`config.mk`:
```
export PLATFORM = sky130hd
export DESIGN_NAME = keypad_code_lock
export DESIGN_NICKNAME = d
export VERILOG_FILES = /design/src/rtl/keypad_pkg.sv /design/src/rtl/key_edge_detect.sv /design/src/rtl/keypad_code_lock.sv
export SDC_FILE = /design/constraint.sdc
export NUM_CORES = 1
export LEC_CHECK = 0
export ABC_AREA = 1
export CORE_MARGIN = 2
export CORE_UTILIZATION = 62
export DETAILED_ROUTE_END_ITERATION = 8
export PLACE_DENSITY = 0.85
export RECOVER_POWER = 25
export SYNTH_ARGS = -nofsm -noshare
export SYNTH_HDL_FRONTEND = slang
export SYNTH_HIERARCHICAL = 1
export SYNTH_SLANG_ARGS = --single-unit
```
`constraint.sdc`:
```
create_clock -name clk -period 2.8 [get_ports clk]
set_input_delay 0.7 -clock clk [delete_from_list [all_inputs] [get_ports clk]]
set_output_delay 0.7 -clock clk [all_outputs]
set_load 0.005 [all_outputs]
```
`src/rtl/keypad_pkg.sv`:
```
// rtl/keypad_pkg.sv - shared key codes, digit width and lock state encoding
package keypad_pkg;

  localparam int DIGIT_W = 4;
  localparam int TIMER_W = 28;

  localparam logic [DIGIT_W-1:0] KEY_CLEAR = 4'd10;
  localparam logic [DIGIT_W-1:0] KEY_ENTER = 4'd11;
  localparam logic [DIGIT_W-1:0] KEY_BKSP  = 4'd12;

  typedef enum logic [1:0] {
    ST_ENTRY,
    ST_CHECK,
    ST_OPEN,
    ST_LOCKOUT
  } state_t;

endpackage

```
`src/rtl/key_edge_detect.sv`:
```
// rtl/key_edge_detect.sv - one-cycle event on the rising edge of the scanner key-stable level
module key_edge_detect
  import keypad_pkg::*;
(
  input  logic               clk,
  input  logic               rst_n,
  input  logic               key_valid,
  input  logic [DIGIT_W-1:0] key_num,
  output logic               key_evt,
  output logic [DIGIT_W-1:0] key_code
);

  logic key_valid_q;

  always_ff @(posedge clk) begin
    if (!rst_n) begin
      key_valid_q <= 1'b0;
    end else begin
      key_valid_q <= key_valid;
    end
  end

  // The code is taken in the event cycle itself so the entry buffer updates on the same edge.
  assign key_evt  = key_valid & ~key_valid_q;
  assign key_code = key_num;

endmodule

```
`src/rtl/keypad_code_lock.sv`:
```
// rtl/keypad_code_lock.sv - PIN entry buffer, code check, open timer and lockout alarm
module keypad_code_lock
  import keypad_pkg::*;
#(
  parameter int                         DIGITS      = 4,
  parameter logic [DIGIT_W*DIGITS-1:0]  CODE        = 16'h1234,
  parameter int                         MAX_FAIL    = 3,
  parameter int                         OPEN_CYCLES = 50_000_000,
  parameter int                         LOCK_CYCLES = 250_000_000
) (
  input  logic                        clk,
  input  logic                        rst_n,
  input  logic                        key_valid,
  input  logic [DIGIT_W-1:0]          key_num,
  output logic [DIGIT_W*DIGITS-1:0]   digits,
  output logic [3:0]                  count,
  output logic                        unlocked,
  output logic                        alarm,
  output logic [2:0]                  fail_cnt
);

  localparam int DW = DIGIT_W * DIGITS;

  state_t               state;
  logic [TIMER_W-1:0]   timer;
  logic                 key_evt;
  logic [DIGIT_W-1:0]   key_code;
  logic                 is_digit;
  logic                 match;
  logic [2:0]           fail_next;

  key_edge_detect u_key_edge_detect (
    .clk      (clk),
    .rst_n    (rst_n),
    .key_valid(key_valid),
    .key_num  (key_num),
    .key_evt  (key_evt),
    .key_code (key_code)
  );

  always_comb begin
    is_digit  = (key_code < 4'd10);
    match     = (count == 4'(DIGITS)) && (digits == CODE);
    fail_next = (fail_cnt >= 3'(MAX_FAIL)) ? 3'(MAX_FAIL) : fail_cnt + 3'd1;
  end

  always_ff @(posedge clk) begin
    if (!rst_n) begin
      state    <= ST_ENTRY;
      digits   <= '0;
      count    <= '0;
      unlocked <= 1'b0;
      alarm    <= 1'b0;
      fail_cnt <= '0;
      timer    <= '0;
    end else begin
      case (state)
        ST_ENTRY: begin
          if (key_evt) begin
            if (is_digit) begin
              if (count < 4'(DIGITS)) begin
                digits <= (digits << DIGIT_W) | DW'(key_code);
                count  <= count + 4'd1;
              end
            end else if (key_code == KEY_CLEAR) begin
              digits <= '0;
              count  <= '0;
            end else if (key_code == KEY_BKSP) begin
              if (count != 4'd0) begin
                digits <= digits >> DIGIT_W;
                count  <= count - 4'd1;
              end
            end else if (key_code == KEY_ENTER) begin
              state <= ST_CHECK;
            end
          end
        end

        ST_CHECK: begin
          digits <= '0;
          count  <= '0;
          if (match) begin
            state    <= ST_OPEN;
            fail_cnt <= '0;
            unlocked <= 1'b1;
            timer    <= TIMER_W'(OPEN_CYCLES - 1);
          end else begin
            fail_cnt <= fail_next;
            if (fail_next == 3'(MAX_FAIL)) begin
              state <= ST_LOCKOUT;
              alarm <= 1'b1;
              timer <= TIMER_W'(LOCK_CYCLES - 1);
            end else begin
              state <= ST_ENTRY;
            end
          end
        end

        ST_OPEN: begin
          // CLEAR is the only key honoured while open: it relocks at once.
          if ((key_evt && key_code == KEY_CLEAR) || timer == '0) begin
            state    <= ST_ENTRY;
            unlocked <= 1'b0;
            timer    <= '0;
          end else begin
            timer <= timer - TIMER_W'(1);
          end
        end

        ST_LOCKOUT: begin
          if (timer == '0) begin
            state    <= ST_ENTRY;
            alarm    <= 1'b0;
            fail_cnt <= '0;
          end else begin
            timer <= timer - TIMER_W'(1);
          end
        end

        default: state <= ST_ENTRY;
      endcase
    end
  end

endmodule

```
# Yosys cells after proc, flatten, opt, wreduce, memory -nomap -nowiden
# Cells that the tools add are included.
[word_totals]
register_bits = 56
latch_bits = 0
ramBits = 0
rom_bits = 0
in_bits = 7
out_inout_bits = 25
n_memories = 0
[op_classes]
n_addsub = 4
multipliers = 0
n_div = 0
order_cmp = 3
n_eq_ne = 24
shifts = 0
n_mux = 40
bitwise = 3
n_reduce_logical = 16
[ops]
columns = ["operator", "count"]
rows = [
  ["two-way mux 28 bit", 4],
  ["two-way mux 16 bit", 6],
  ["one-hot mux 28 bit (3 select lines)", 1],
  ["one-hot mux 16 bit (2 select lines)", 1],
  ["logical NOT 28 bit", 1],
  ["subtractor 28 x 1 -> 28 bit, second input constant", 1],
  ["two-way mux 4 bit", 6],
  ["!= test 2 bit, second input constant", 11],
  ["two-way mux 2 bit", 9],
  ["== test 16 x 13 -> 1 bit, second input constant", 1],
  ["OR 16 x 4 -> 16 bit", 1],
  ["== test 4 bit, second input constant", 3],
  ["two-way mux 3 bit", 3],
  ["!= test 4 bit, second input constant", 2],
  ["one-hot mux 2 bit (4 select lines)", 1],
  ["one-hot mux 4 bit (2 select lines)", 1],
  ["AND reduction 7 bit", 1],
  ["!= test 3 bit, second input constant", 2],
  ["one-hot mux 3 bit (2 select lines)", 1],
  ["AND reduction 3 bit", 2],
  ["nonzero test 2 bit", 3],
  ["two-way mux 1 bit", 5],
  ["AND reduction 5 bit", 1],
  ["adder 4 x 1 -> 4 bit, second input constant", 1],
  ["other kinds (19)", 22],
]

# Logic depth before layout (Yosys ltp)
[logic_depth]
ltp_word = 7
mapped_depth = 15
mapped_depth_nobuf = 14

# Hierarchy
# Netlist, hierarchy kept.
[modules_own_cells]
columns = ["mod", "n_inst", "cells_per_inst", "area_each_um2", "seq_area_each_um2"]
rows = [
  ["keypad_code_lock", 1, 537, 3392.0, 1101.1],
  ["key_edge_detect", 1, 9, 67.6, 20.0],
]

# Worst setup path before layout
# Ideal clock, no wire load.
[synth_timing]
kind = "input to register"
startpoint = "input key_num[1]"
endpoint = "register digits[4]"
setup_ns = 0.072
arrival_ns = 1.854
setup_slack_ns = 0.874
cell_stages = 10
path_buffers = 3
path_cell_list = "buf_4 > o21ai_1 > buf_2 > o21ai_1 > nand3_1 > nand2_1 > nand2_2 > buf_2 > nand2_1 > a21oi_1"
[synth_between]
elab_chain_cells = 5
[synth_lines]
columns = ["element", "line", "text"]
rows = [
  ["start: declaration", "keypad_code_lock.sv:14", "input logic [DIGIT_W-1:0] key_num,"],
  ["branches (longest 5 deep; another with < comparator 4 bit)", "-", ""],
  ["end signal: assignment", "keypad_code_lock.sv:62", "digits <= (digits << DIGIT_W) | DW'(key_code);"],
  ["end signal: assignment", "keypad_code_lock.sv:70", "digits <= digits >> DIGIT_W;"],
  ["end: declaration", "keypad_code_lock.sv:15", "output logic [DIGIT_W*DIGITS-1:0] digits,"],
]
# Parallel ways; which one is timed is not known. The select of a mux whose other input is x is not followed.
# A chain may end at the register's enable or synchronous reset.

==> results.cfg <==
[sta]
hold_violations = 0
fmax_mhz = 404.5
period_share_pct = 88.30
grt_setup_unrepaired = no
setup_ws_ns = 0.3276
max_slew_margin_pct = 16.53
skew_ns = 0.008648
fin_crit_ns = 2.472
tightest_slew_ns = 1.252
fin_setup_tns_ns = 0
slew_viol_final = 0
setup_viol = 0

[power_and_ir_drop]
switching_share_pct = 29.02
peakVddDrop_mv = 0.3359
p_leak_nw = 1.704
power_frac_comb_pct = 14.3
power_frac_seq_pct = 54.7
powerDensity_mw_per_mm2 = 397.4
p_int_mw = 1.081
clock_power_share_pct = 31.0
p_sw_uw = 442.1

[yosys]
synth_flop_cell = dfxtp_1
ys_types = 34
seq_area_frac_synth_pct = 32.41
async_flop_share_pct = 0
syn_nets = 558
synth_cells = 546
syn_avg_cell_area_um2 = 6.336
netlist_area_mm2 = 0.003460
ys_ff_latch = 56
synth_edf_count = 0
yosysWarnings = 6

[worst_hold_path]
hold_path.startpoint = unlocked
hp-class = register to register
whs_path_depth = 2
holdPathEnd = unlocked

[clocking]
root_buffer = clkbuf_8
post_cts_buffers = 0
cts_made_buffers = 5
clk_latency_ns = 0.32
ctsHoldBuffers = 0
clkSinkCount = 56
cts_max_path_buffers = 2
ctsResizeCount = 0
cts_tree = built
ctsHtreeMaxLevel = 2
clkTransAtPathRegs_ns = 0.11

[die]
rows = 27
start_util_pct = 63.61
die_area_mm2 = 0.006194
coreArea_mm2 = 0.005439
die_w_um = 78.70
die_h_um = 78.70
ioPinCount = 32

[drt]
drtPass1Iterations = 5
vias_per_cell = 5.700
drc = 0
antenna_left = 0
met3WireLength_um = 615
dr_total_vias = 3648
wl_met2_um = 4379
dr.max_layer_used = met4
drt-total-wl_um = 9029
drt_iter0_drc = 394
wl_met1_um = 3856
post_drt_wl_per_cell_um = 14.11

[run]
cap_violations = 0

[placed_design]
place_inst = 632
dpl.hpwl_um = 6349
portBuffers = 31
place_congestion = 0.9364
place_ws_ns = 0.1767

[setup_path]
start_kind = input port
r2r-start = state[1]
crit_start = rst_n
crit_fanout = 27
crit_arrival_ns = 2.73
r2r_cells = 8
path_class = input port to register
reg2reg_to = timer[8]
reg2reg_slack_ns = 0.46
end_kind = register
worstPathRequired_ns = 3.05

[global_routing]
grt_max_degree = 35
antenna_found_initial = 0
grt.total_usage_pct = 30.15
first_global_vias = 3359
grt-ovfl-total = 0
grt_pass1_wl_um = 15170

[layout]
fillCellCount = 485
area_delta_synth_final_pct = 10.81
antenna_cells = 0
drive_gt1_share_pct = 5.282
final_nets = 579
layout.cells.non_filler = 640

[run_status]
status = completed
## critical path: stages
cell and delay [ns]:
dlygate4sd3_1 0.55, clkbuf_1 0.92, o311ai_0 0.39, nor2_1 0.15
## synth_stat cells, types with 5 or more instances
master    instances  area share, %
nand4_1           8            1.4
buf_2             7            1.0
o22ai_1           6            1.1
nand3_1          39            5.6
nand2_1         135             15
o21ai_0          28            4.1
dfxtp_1          56             32
xnor2_1           6            1.5
buf_4             7            1.5
inv_1            58            6.3
clkbuf_1          6           0.65
nand2_2           7            1.3
nor3_1            7            1.0
xor2_1            5            1.3
a21oi_1          44            6.4
nor2_1           84            9.1
ha_1              5            1.8
## cell usage in the layout (no fill, tap or decap), types with 2 or more instances in the layout
| cell type | instances |
|---|---|
| dfxtp_1 | 56 |
| nand2_2 | 6 |
| ha_1 | 5 |
| a31oi_1 | 2 |
| dlygate4sd3_1 | 15 |
| o311ai_0 | 4 |
| nor3_2 | 2 |
| clkbuf_8 | 5 |
| inv_1 | 58 |
| o31ai_1 | 2 |
| a21oi_1 | 44 |
| nor2_2 | 4 |
| nor3_1 | 7 |
| nand4_1 | 8 |
| o21ai_0 | 28 |
| xnor2_1 | 6 |
| o21ai_1 | 3 |
| nand2_4 | 2 |
| nand2_1 | 136 |
| a211oi_1 | 2 |
| o22ai_1 | 6 |
| clkinv_1 | 2 |
| clkdlybuf4s50_1 | 16 |
| nand3b_1 | 4 |
| xor2_1 | 5 |
| buf_4 | 5 |
| nor2_4 | 2 |
| nor2_1 | 85 |
| nand3_1 | 40 |
## power by group through the flow
stage               clock network [mW]  logic (mW)  registers, mW
floorplan                            0       0.153          0.845
global placement                     0       0.214          0.850
detailed placement                   0       0.217          0.850
CTS                              0.475       0.219          0.832
global route                     0.508       0.241          0.835
finish                           0.473       0.218          0.833
## state kept, by name, indices dropped and copies added, names as in the netlist
name and count:
alarm 1, u_key_edge_detect/key_valid_q 1, fail_cnt 3, unlocked 1, digits 16, state 2, timer 28, count 4
## layer usage
| metal | GRT usage (%) | vias to the layer above |
|---|---|---|
| met3 | 4.659 | 24 |
| li1 | - | 1799 |
| met2 | 50.77 | 178 |
| met4 | 11.75 | 0 |
| met1 | 38.83 | 1647 |
| met5 | 0 | - |
## worst max path at each step
stage	to	slack, ns	depth (start not counted)
5_1_grt	timer[15]	0.22	4
2_1_floorplan	digits[4]	0.87	10
4_1_cts	digits[2]	0.50	9
6_report	timer[3]	0.33	4
3_3_place_gp	count[1]	0.29	9
3_5_place_dp	digits[2]	0.18	9
## logic make-up after synthesis
family	share of synthesized area, %
flip-flops	32.41
AND/OR/NAND/NOR	37.22
adder cells (fa/ha/maj)	1.808
AO/OA/AOI/OAI	15.12
XOR/XNOR	2.785
buffers and inverters	10.67
## per-stage QoR
| stage | area [um^2] | hold slack [ns] | power, mW | utilization (%) |
|---|---|---|---|---|
| after floorplan | 3460 | 0.4530 | 0.9980 | - |
| after detailed placement | 3761 | 0.4632 | 1.068 | 69.15 |
| after CTS | 3852 | 0.4878 | 1.526 | 70.83 |
| after global placement | 3761 | 0.4630 | 1.064 | 69.15 |
| final | 3834 | 0.4866 | 1.523 | 70.49 |
| after global routing | 3834 | 0.5070 | 1.583 | 70.49 |
## cell type report
class                      count  area, um^2  share of cell area (%)
clock inverter                 3       22.52                  0.5875
timing repair buffer          37       351.6                   9.171
multi-input combinational    407        1954                   50.98
tap                           72       90.09                   2.350
sequential                    56        1121                   29.24
clock buffer                   5       68.82                   1.795
inverter                      60       225.2                   5.875
(Power assumes the default switching activity.)
